**src/rtl/cpu_ctrl_pkg.sv**
```systemverilog
// Shared encodings for the multi-cycle controller: opcodes, ALU codes,
// FSM states, decode classes and the ALU-B select values.
package cpu_ctrl_pkg;

  localparam logic [3:0] OP_RTYPE = 4'h0;
  localparam logic [3:0] OP_MEM   = 4'h4;
  localparam logic [3:0] OP_SHIFT = 4'h8;

  // R-type extension codes; the same values appear in OpCode for I-type.
  localparam logic [3:0] EXT_AND  = 4'h1;
  localparam logic [3:0] EXT_OR   = 4'h2;
  localparam logic [3:0] EXT_XOR  = 4'h3;
  localparam logic [3:0] EXT_ADD  = 4'h5;
  localparam logic [3:0] EXT_SUB  = 4'h9;
  localparam logic [3:0] EXT_CMP  = 4'hB;
  localparam logic [3:0] EXT_MOV  = 4'hD;
  localparam logic [3:0] EXT_LSH  = 4'h4;
  localparam logic [3:0] EXT_LOAD = 4'h0;
  localparam logic [3:0] EXT_STOR = 4'h4;

  // Code 0 is left unused so an idle ALU control is never a real operation.
  localparam logic [3:0] ALU_ADD   = 4'h1;
  localparam logic [3:0] ALU_SUB   = 4'h2;
  localparam logic [3:0] ALU_RSUB  = 4'h3;
  localparam logic [3:0] ALU_AND   = 4'h4;
  localparam logic [3:0] ALU_OR    = 4'h5;
  localparam logic [3:0] ALU_XOR   = 4'h6;
  localparam logic [3:0] ALU_CMP   = 4'h7;
  localparam logic [3:0] ALU_RCMP  = 4'h8;
  localparam logic [3:0] ALU_PASSA = 4'h9;
  localparam logic [3:0] ALU_PASSB = 4'hA;

  localparam logic [1:0] MUX4_DST  = 2'd0;
  localparam logic [1:0] MUX4_SIGN = 2'd1;
  localparam logic [1:0] MUX4_ONE  = 2'd2;
  localparam logic [1:0] MUX4_ZERO = 2'd3;

  localparam logic [1:0] CTL_OFF = 2'b00;
  localparam logic [1:0] CTL_ON  = 2'b01;

  typedef enum logic [2:0] {
    S_IDLE, S_FETCH, S_DECODE, S_EXEC_ALU,
    S_EXEC_SHIFT, S_MEM_LOAD, S_MEM_STORE, S_WB
  } state_t;

  typedef enum logic [2:0] {
    CL_ILLEGAL, CL_RTYPE, CL_ITYPE, CL_SHIFT, CL_LOAD, CL_STORE
  } class_t;

  function automatic logic [1:0] ctl(input logic b);
    return {1'b0, b};
  endfunction

endpackage

```
**src/rtl/ctrl_decode.sv**
```systemverilog
// Combinational opcode decode: instruction class, ALU code and immediate
// sign-extension choice for the latched OpCode/OpCodeExt.
module ctrl_decode
  import cpu_ctrl_pkg::*;
(
  input  logic [3:0] i_opcode,
  input  logic [3:0] i_ext,
  output class_t     o_class,
  output logic [3:0] o_alu,
  output logic       o_sign_en,
  output logic       o_is_cmp,
  output logic       o_is_imm_shift
);

  logic       w_itype;
  logic [3:0] w_alu_op;
  class_t     w_alu_class;

  // R-type carries the operation in ext; I-type carries it in the opcode.
  assign w_itype     = (i_opcode != OP_RTYPE);
  assign w_alu_op    = w_itype ? i_opcode : i_ext;
  assign w_alu_class = w_itype ? CL_ITYPE : CL_RTYPE;

  always_comb begin
    o_class        = CL_ILLEGAL;
    o_alu          = 4'h0;
    o_sign_en      = 1'b0;
    o_is_cmp       = 1'b0;
    o_is_imm_shift = 1'b0;
    case (i_opcode)
      OP_SHIFT: begin
        if (i_ext == EXT_LSH) begin
          o_class = CL_SHIFT;
        end else if (i_ext[3:1] == 3'b000) begin
          o_class        = CL_SHIFT;
          o_is_imm_shift = 1'b1;
        end
      end
      OP_MEM: begin
        if (i_ext == EXT_LOAD)      o_class = CL_LOAD;
        else if (i_ext == EXT_STOR) o_class = CL_STORE;
      end
      default: begin
        case (w_alu_op)
          EXT_ADD: begin
            o_class = w_alu_class; o_alu = ALU_ADD; o_sign_en = w_itype;
          end
          EXT_SUB: begin
            o_class = w_alu_class; o_sign_en = w_itype;
            o_alu   = w_itype ? ALU_SUB : ALU_RSUB;
          end
          EXT_CMP: begin
            o_class = w_alu_class; o_sign_en = w_itype; o_is_cmp = 1'b1;
            o_alu   = w_itype ? ALU_CMP : ALU_RCMP;
          end
          EXT_AND: begin o_class = w_alu_class; o_alu = ALU_AND; end
          EXT_OR:  begin o_class = w_alu_class; o_alu = ALU_OR;  end
          EXT_XOR: begin o_class = w_alu_class; o_alu = ALU_XOR; end
          EXT_MOV: begin
            o_class = w_alu_class;
            o_alu   = w_itype ? ALU_PASSB : ALU_PASSA;
          end
          default: o_class = CL_ILLEGAL;
        endcase
      end
    endcase
  end

endmodule

```
**src/rtl/control_fsm.sv**
```systemverilog
// Multi-cycle controller for the 16-bit datapath: fetch, decode, execute,
// memory and writeback sequencing of the datapath control inputs.
module control_fsm
  import cpu_ctrl_pkg::*;
(
  input  logic        clk,
  input  logic        reset,
  input  logic [15:0] instruction,
  input  logic        memReady,
  output logic        memRead,
  output logic        memWrite,
  output logic        addrSel,
  output logic        irLoad,
  output logic        flagEn,
  output logic        illegalOp,
  output logic [3:0]  aluControl,
  output logic [1:0]  mux4En,
  output logic [1:0]  srcFieldSel,
  output logic [1:0]  pcRegEn,
  output logic [1:0]  srcRegEn,
  output logic [1:0]  dstRegEn,
  output logic [1:0]  immRegEn,
  output logic [1:0]  resultRegEn,
  output logic [1:0]  signEn,
  output logic [1:0]  regFileEn,
  output logic [1:0]  pcRegMuxEn,
  output logic [1:0]  shiftALUMuxEn,
  output logic [1:0]  regImmMuxEn,
  output logic [1:0]  exMemResultEn,
  output state_t      o_dbg_state
);

  state_t     r_state;
  state_t     w_next;
  logic       r_run;
  logic [3:0] r_opcode;
  logic [3:0] r_ext;
  logic       r_illegal;
  class_t     w_class;
  logic [3:0] w_alu;
  logic       w_sign_en;
  logic       w_is_cmp;
  logic       w_is_imm_shift;
  logic       w_fetch_done;
  logic       w_unused_fields;

  // Register and immediate fields go straight to the datapath, not here.
  assign w_unused_fields = ^{instruction[11:8], instruction[3:0]};

  ctrl_decode u_decode (
    .i_opcode       (r_opcode),
    .i_ext          (r_ext),
    .o_class        (w_class),
    .o_alu          (w_alu),
    .o_sign_en      (w_sign_en),
    .o_is_cmp       (w_is_cmp),
    .o_is_imm_shift (w_is_imm_shift)
  );

  assign w_fetch_done = (r_state == S_FETCH) && memReady;
  assign irLoad       = w_fetch_done;
  assign illegalOp    = r_illegal;
  assign o_dbg_state  = r_state;

  // r_run holds IDLE for one full cycle after reset release, so the first
  // FETCH lands on the second rising edge.
  always_ff @(posedge clk or negedge reset) begin
    if (!reset) begin
      r_state   <= S_IDLE;
      r_run     <= 1'b0;
      r_opcode  <= 4'h0;
      r_ext     <= 4'h0;
      r_illegal <= 1'b0;
    end else begin
      r_state <= w_next;
      r_run   <= 1'b1;
      if (w_fetch_done) begin
        r_opcode <= instruction[15:12];
        r_ext    <= instruction[7:4];
      end
      if (r_state == S_DECODE && w_class == CL_ILLEGAL) r_illegal <= 1'b1;
    end
  end

  // Memory handshake: memRead/memWrite are the request (valid) and memReady
  // the completion (ready); request and addrSel stay stable until memReady.
  always_comb begin
    w_next = r_state;
    case (r_state)
      S_IDLE:   if (r_run) w_next = S_FETCH;
      S_FETCH:  if (memReady) w_next = S_DECODE;
      S_DECODE: begin
        case (w_class)
          CL_RTYPE, CL_ITYPE: w_next = S_EXEC_ALU;
          CL_SHIFT:           w_next = S_EXEC_SHIFT;
          CL_LOAD:            w_next = S_MEM_LOAD;
          CL_STORE:           w_next = S_MEM_STORE;
          default:            w_next = S_FETCH;
        endcase
      end
      S_EXEC_ALU:   w_next = w_is_cmp ? S_FETCH : S_WB;
      S_EXEC_SHIFT: w_next = S_WB;
      S_MEM_LOAD:   if (memReady) w_next = S_WB;
      S_MEM_STORE:  if (memReady) w_next = S_FETCH;
      S_WB:         w_next = S_FETCH;
      default:      w_next = S_IDLE;
    endcase
  end

  always_comb begin
    memRead       = 1'b0;
    memWrite      = 1'b0;
    addrSel       = 1'b0;
    flagEn        = 1'b0;
    aluControl    = 4'h0;
    mux4En        = MUX4_DST;
    srcFieldSel   = CTL_OFF;
    pcRegEn       = CTL_OFF;
    srcRegEn      = CTL_OFF;
    dstRegEn      = CTL_OFF;
    immRegEn      = CTL_OFF;
    resultRegEn   = CTL_OFF;
    signEn        = CTL_OFF;
    regFileEn     = CTL_OFF;
    pcRegMuxEn    = CTL_OFF;
    shiftALUMuxEn = CTL_OFF;
    regImmMuxEn   = CTL_OFF;
    exMemResultEn = CTL_OFF;
    case (r_state)
      S_FETCH: memRead = 1'b1;
      S_DECODE: begin
        srcRegEn    = CTL_ON;
        dstRegEn    = CTL_ON;
        immRegEn    = CTL_ON;
        pcRegEn     = CTL_ON;
        mux4En      = MUX4_ONE;
        aluControl  = ALU_ADD;
        srcFieldSel = ctl(w_class == CL_ITYPE);
      end
      S_EXEC_ALU: begin
        pcRegMuxEn = CTL_ON;
        mux4En     = (w_class == CL_ITYPE) ? MUX4_SIGN : MUX4_DST;
        aluControl = w_alu;
        signEn     = ctl(w_sign_en);
        flagEn     = w_is_cmp;
        resultRegEn = ctl(!w_is_cmp);
      end
      S_EXEC_SHIFT: begin
        shiftALUMuxEn = CTL_ON;
        resultRegEn   = CTL_ON;
        regImmMuxEn   = ctl(w_is_imm_shift);
        signEn        = ctl(w_is_imm_shift);
      end
      S_MEM_LOAD: begin
        memRead = 1'b1;
        addrSel = 1'b1;
      end
      S_MEM_STORE: begin
        memWrite = 1'b1;
        addrSel  = 1'b1;
      end
      S_WB: begin
        regFileEn     = CTL_ON;
        exMemResultEn = ctl(w_class == CL_LOAD);
      end
      default: ;
    endcase
  end

endmodule

```
**config.mk**
```make
export PLATFORM = sky130hd
export DESIGN_NAME = control_fsm
export DESIGN_NICKNAME = d
export VERILOG_FILES = /design/src/rtl/cpu_ctrl_pkg.sv /design/src/rtl/ctrl_decode.sv /design/src/rtl/control_fsm.sv
export SDC_FILE = /design/constraint.sdc
export NUM_CORES = 1
export LEC_CHECK = 0
export CAP_MARGIN = 20
export CORE_MARGIN = 4
export CORE_UTILIZATION = 30
export CTS_BUF_LIST = sky130_fd_sc_hd__clkbuf_8
export CTS_CLUSTER_DIAMETER = 50
export CTS_CLUSTER_SIZE = 25
export DETAILED_ROUTE_END_ITERATION = 16
export PLACE_DENSITY = 0.64
export SKIP_CTS_REPAIR_TIMING = 1
export SYNTH_ARGS = -nofsm -noshare
export SYNTH_HDL_FRONTEND = slang
export SYNTH_SLANG_ARGS = --single-unit
```
**constraint.sdc**
```tcl
create_clock -name clk -period 4.7 [get_ports clk]
set_clock_uncertainty 0.05 [all_clocks]
set_input_delay 0.94 -clock clk [delete_from_list [all_inputs] [get_ports clk]]
set_output_delay 0.94 -clock clk [all_outputs]
set_load 0.01 [all_outputs]
```
---- Word-level counts from Yosys, hierarchy flattened ----
Cells that the tools add are included.
word-level totals
  logic and storage cells ................. 89
  memories ................................ 0
  ROM bits ................................ 0
  bits in registers ....................... 13
  latch bits .............................. 0
  bits in writable memories ............... 0
cells by class
  add/subtract/negate cells ............... 0
  bitwise gates (word level) .............. 0
  $lt $le $gt $ge ......................... 0
  multiply operators ...................... 0
  equal/unequal tests ..................... 26
  div/mod/pow operators ................... 0
  reductions and logical operators ........ 15
  shifts and indexed selects .............. 0
  mux-type cells .......................... 43
operators by type and width
  cell                  number
  $pmux W4 S7           1
  $mux W3               9
  $pmux W3 S8           1
  $mux W1               20
  $eq A3 B3 Y1 const B  6
  $eq A4 B4 Y1 const B  4
  $eq A3 B2 Y1 const B  4
  $eq A4 B3 Y1 const B  3
  $mux W4               3
  $pmux W3 S4           1
  $logic_not A3 Y1      3
  $eq A4 B2 Y1 const B  2
  $ne A2 B2 Y1 const B  4
  $pmux W4 S2           1
  $reduce_or A2 Y1      4
  $reduce_or A7 Y1      1
  $eq A3 B1 Y1 const B  2
  $mux W2               3
  $pmux W3 S2           1
  $eq A4 B1 Y1 const B  1
  $logic_not A4 Y1      1
  $pmux W1 S2           2
  $pmux W2 S2           1
  $reduce_and A4 Y1     1
  4 further kinds       5

---- Depth between registers and ports, before layout ----
  word-level depth ........................ 10
  gate-level depth with buffers ........... 7

---- By module ----
From an unflattened synthesis, not the netlist that was laid out.
unflattened totals
  cells, all modules ...................... 139
  area, all modules ....................... 1,207.4 µm²
modules (own cells, without submodules)
  module       area an instance (µm²)  cells an instance  sequential area each (µm²)  instances
  control_fsm  895.9                   88                 325.3                       1
  ctrl_decode  311.5                   51                 0.0                         1

---- Least setup slack after synthesis ----
Ideal clock, no wire load.
  path kind ............................... register to output
  start point ............................. register r_state[0] (netlist: o_dbg_state[0])
  end point ............................... output aluControl[1]
  buffers on the path ..................... 1
  arrival time ............................ 1.552 ns
  path slack .............................. 2.158 ns
  cell stages (with the launch flop) ...... 6
  path through ............................ dfrtp_1 buf_4 nand2_1 nor2_1 nand2_1 nor4_1
on the way
  word-level cells in the longest chain between the ends .. 2
  elaborated cells on any way between the ends .. 3
  classes of those cells .................. eq/ne (2); mux (1)
RTL lines
  element                 line                source
  from (decl)             control_fsm.sv:33   state_t r_state;
  from (signal assigned)  control_fsm.sv:75   r_state <= w_next;
  $eq A3 B2 Y1            control_fsm.sv:129  case (r_state)
  $pmux W4 S2 (*)         control_fsm.sv:129
  to (decl)               control_fsm.sv:16   output logic [3:0] aluControl,
Every way passes the cells marked *; elsewhere a longest branch is shown, timed or not.

---- Final worst setup path ----
  start point ............................. register r_opcode[1]
  end point ............................... output signEn[0]
on the way
  word-level cells in the longest chain between the ends .. 7
  elaborated cells on any way between the ends .. 13
  classes of those cells .................. eq/ne (5); mux (5); reduce/logical (3)
RTL lines
  element                                              line                source
  from (decl)                                          control_fsm.sv:36   logic [3:0] r_opcode;
  from (signal assigned)                               control_fsm.sv:78   r_opcode <= instruction[15:12];
  $reduce_bool A4 Y1                                   ctrl_decode.sv:20   assign w_itype = (i_opcode != OP_RTYPE);
  $mux W4                                              ctrl_decode.sv:21   assign w_alu_op = w_itype ? i_opcode : i_ext;
  $eq A4 B3 Y1 / $eq A4 B4 Y1 (equally long branches)  ctrl_decode.sv:44   case (w_alu_op)
  $reduce_or A3 Y1 (no source line)                    -
  $mux W1                                              ctrl_decode.sv:44
  $mux W1                                              ctrl_decode.sv:30   case (i_opcode)
  $pmux W1 S2 (*)                                      control_fsm.sv:129
  to (decl)                                            control_fsm.sv:24   output logic [1:0] signEn,
Marked as above.

==> summary.txt <==
Cells and area
  • Non-Filler Instances: approximately 230
  • ANT cells: 0
  • Nets@finish: ~200
  • Fraction of layout cells with a size suffix above 1: 8.427%
  • Area grow syn2layout: 28.31%

Global routing
  • GRT Total Usage: between 10% and 20%
  • First-pass GRT wire length: around 5000 um
  • GR Overflow Total: 0
  • Vias in the first global route: approximately 1,100
  • Initial antenna violation count: 0
  • Largest net degree at the start of global routing: 17

STA
  • Period utilization: around 75%
  • Fmax: between 200 and 300 MHz
  • Fin. Hold Viols: 0
  • RSZ-0062 raised after global routing: false
  • Final Slew Violations: 0
  • Fin crit period: between 3000 and 4000 ps
  • Final setup margin: ~1200 ps
  • Worst-margin pin slew: about 610 ps
  • Setup TNS: 0 ps
  • Endpoints failing setup: 0
  • Max-slew headroom: 58.95%

Logic synthesis
  • Yosys top cell area share: 26.86%
  • Largest area contributor in the netlist: dfrtp_1
  • Yosys reg bits: 13
  • Seq/Total Area, Yosys: 26.86%
  • Synth top area cells: dfrtp_1 (27%), buf_4 (11%), nand2_1 (5.3%), o21ai_0 (5.0%), mux2_2 (3.7%)
  • Most common cell in the synthesized netlist: buf_4
  • Post-synthesis cell area: ~1200 um2
  • Gate count of the mapped netlist: 150
  • Top_reg_cell synth: dfrtp_1
  • Number of synthesized flops with an enable pin: 0
  • Yosys warning count: 0
  • Avg Inst Size Synth: around 8.1 um2
  • Unique masters post-synth: 49
  • Commonest cells post-synth: buf_4 (18), nand2_1 (17), dfrtp_1 (13)
  • Synth async-reset ratio: 100.0%

Clocking
  • CTS tree: yes
  • CTS H-Tree Depth: 1
  • Clock Sinks: 13
  • CTS root buffer: clkbuf_8
  • Worst-path clk slew: 50 ps
  • Longest Clk Path Bufs: 2
  • Num CTS Buffers: 3
  • Clock Latency Late Sink: 240 ps

Placed design
  • Pre-CTS setup slack: roughly 1300 ps
  • DP HPWL: ~2300 um
  • Number of port buffers: 37
  • Placed Cells: ~220
  • RePlAce Congestion: between 0.8 and 0.9

Floorplan
  • # rows: 22
  • Core footprint: approximately 3800 um2
  • Num ports: between 50 and 60
  • Die Y: ~70 um
  • Initial core utilization: 32.12%
  • Die width: between 70 and 80 um
  • Die area: slightly above 5000 um2

Routing
  • Antenna-violating nets left: 0
  • Vias: 1,125
  • Total Routed Length: 3068 um
  • 1st-iter DRT viols: ~100
  • DRC: 0
  • Routed length per placed instance: ~14 um
  • Vias per cell: roughly 5
  • DR pass1 iterations: 4

Outcome
  • Status: completed

Critical path
  • Worst setup SP type: flip-flop
  • Worst r2r path cells: 4
  • CP Capture Type: primary output
  • Arrival @ worst endpoint: 2540 ps
  • Critical path type: flip-flop to primary output
  • Crit-path max FO: 12
  • Critical Path RT: around 3700 ps

Worst hold path
  • Class of the worst hold path: flip-flop to flip-flop
  • WHS Path Cells: 1

Pwr
  • VDD IR max: roughly 280 uV
  • Leakage power: between 0.6 and 0.7 nW
  • Power Density: between 600 and 700 nW/um2

Job
  • MaxCap Viol Count: 0
[cell usage in the layout (no fill, tap or decap), drive strengths merged, types with 2 or more instances in the layout]
cell and count:
a21oi 4, clkbuf 3, a22oi 3, nand2 17, nor4 4, o2111ai 2
nor2 9, and3b 2, mux2 4, a21o 3, a31o 2, dfrtp 13
inv 9, o21a 2, nor2b 5, nor4b 3, o21ai 13, clkdlybuf4s50 37
nor3 5, and2b 3, conb 13, or2 2
[state kept, by name (all words and copies together), names as in the netlist]
register	flops
illegalOp	1
o_dbg_state	3
r_ext	4
r_opcode	4
r_run	1
[per-layer routing]
layer / up-vias / routed length (um) / track usage [%]
met4: 0 / 63 / 5.219
li1: 557 / - / -
met1: 515 / 1484 / 18.24
met5: - / 0 / 0
met3: 8 / 213 / 2.525
met2: 45 / 1306 / 16.94
[final timing paths]
| path | start | to | slack [ps] |
|---|---|---|---|
| worst min-delay path | illegalOp | illegalOp | 440 |
| min in group asynchronous | reset | o_dbg_state[2] | 1040 |
| max in group asynchronous | reset | r_ext[3] | 3170 |
| worst max-delay path | r_opcode[1] | signEn[0] | 1170 |
| worst max register to register | r_opcode[1] | illegalOp | 2860 |
| worst min register to register | illegalOp | illegalOp | 440 |
[critical path, stage by stage, from the launching register on]
cell and delay (ps):
dfrtp_1 530, nor2_1 410, a31o_1 320, mux2_2 360
a31o_1 210, clkdlybuf4s50_1 470
[metrics by stage]
stage / area (um2) / hold slack [ps] / total power, mW / utilization, %
floorplan: 1252 / 453.2 / 0.7366 / -
global placement: 1509 / 423.1 / 0.9456 / 40.01
detailed placement: 1509 / 412.4 / 0.9493 / 40.01
CTS: 1554 / 439.5 / 1.050 / 41.21
global route: 1554 / 508.3 / 1.141 / 41.21
finish: 1554 / 438.6 / 1.046 / 41.21
[cell type report]
class	instances	area, um2
Clock buffer	3	41.29
Clock inverter	1	3.754
Fill cell	399	2217
Inverter	9	33.78
Multi-Input combinational cell	114	711.9
Sequential cell	13	325.3
Tap cell	48	60.06
Timing Repair Buffer	38	377.9
[logic make-up after synthesis]
kind of cell / Yosys count / share of synthesized area, %
simple gates: 58 / 28.51
compound gates: 38 / 21.70
buf+inv: 34 / 17.77
flops: 13 / 26.86
mux: 5 / 4.545
other cells: 2 / 0.6201
[report_power, final]
group | total [mW] | internal, mW | switching (mW) | leakage (nW)
Combinational | 0.636 | 0.334 | 0.303 | 0.472
Clock | 0.0956 | 0.0576 | 0.0380 | 0.0269
Sequential | 0.314 | 0.163 | 0.150 | 0.153
No activity file was read; power rests on OpenSTA's default activity.
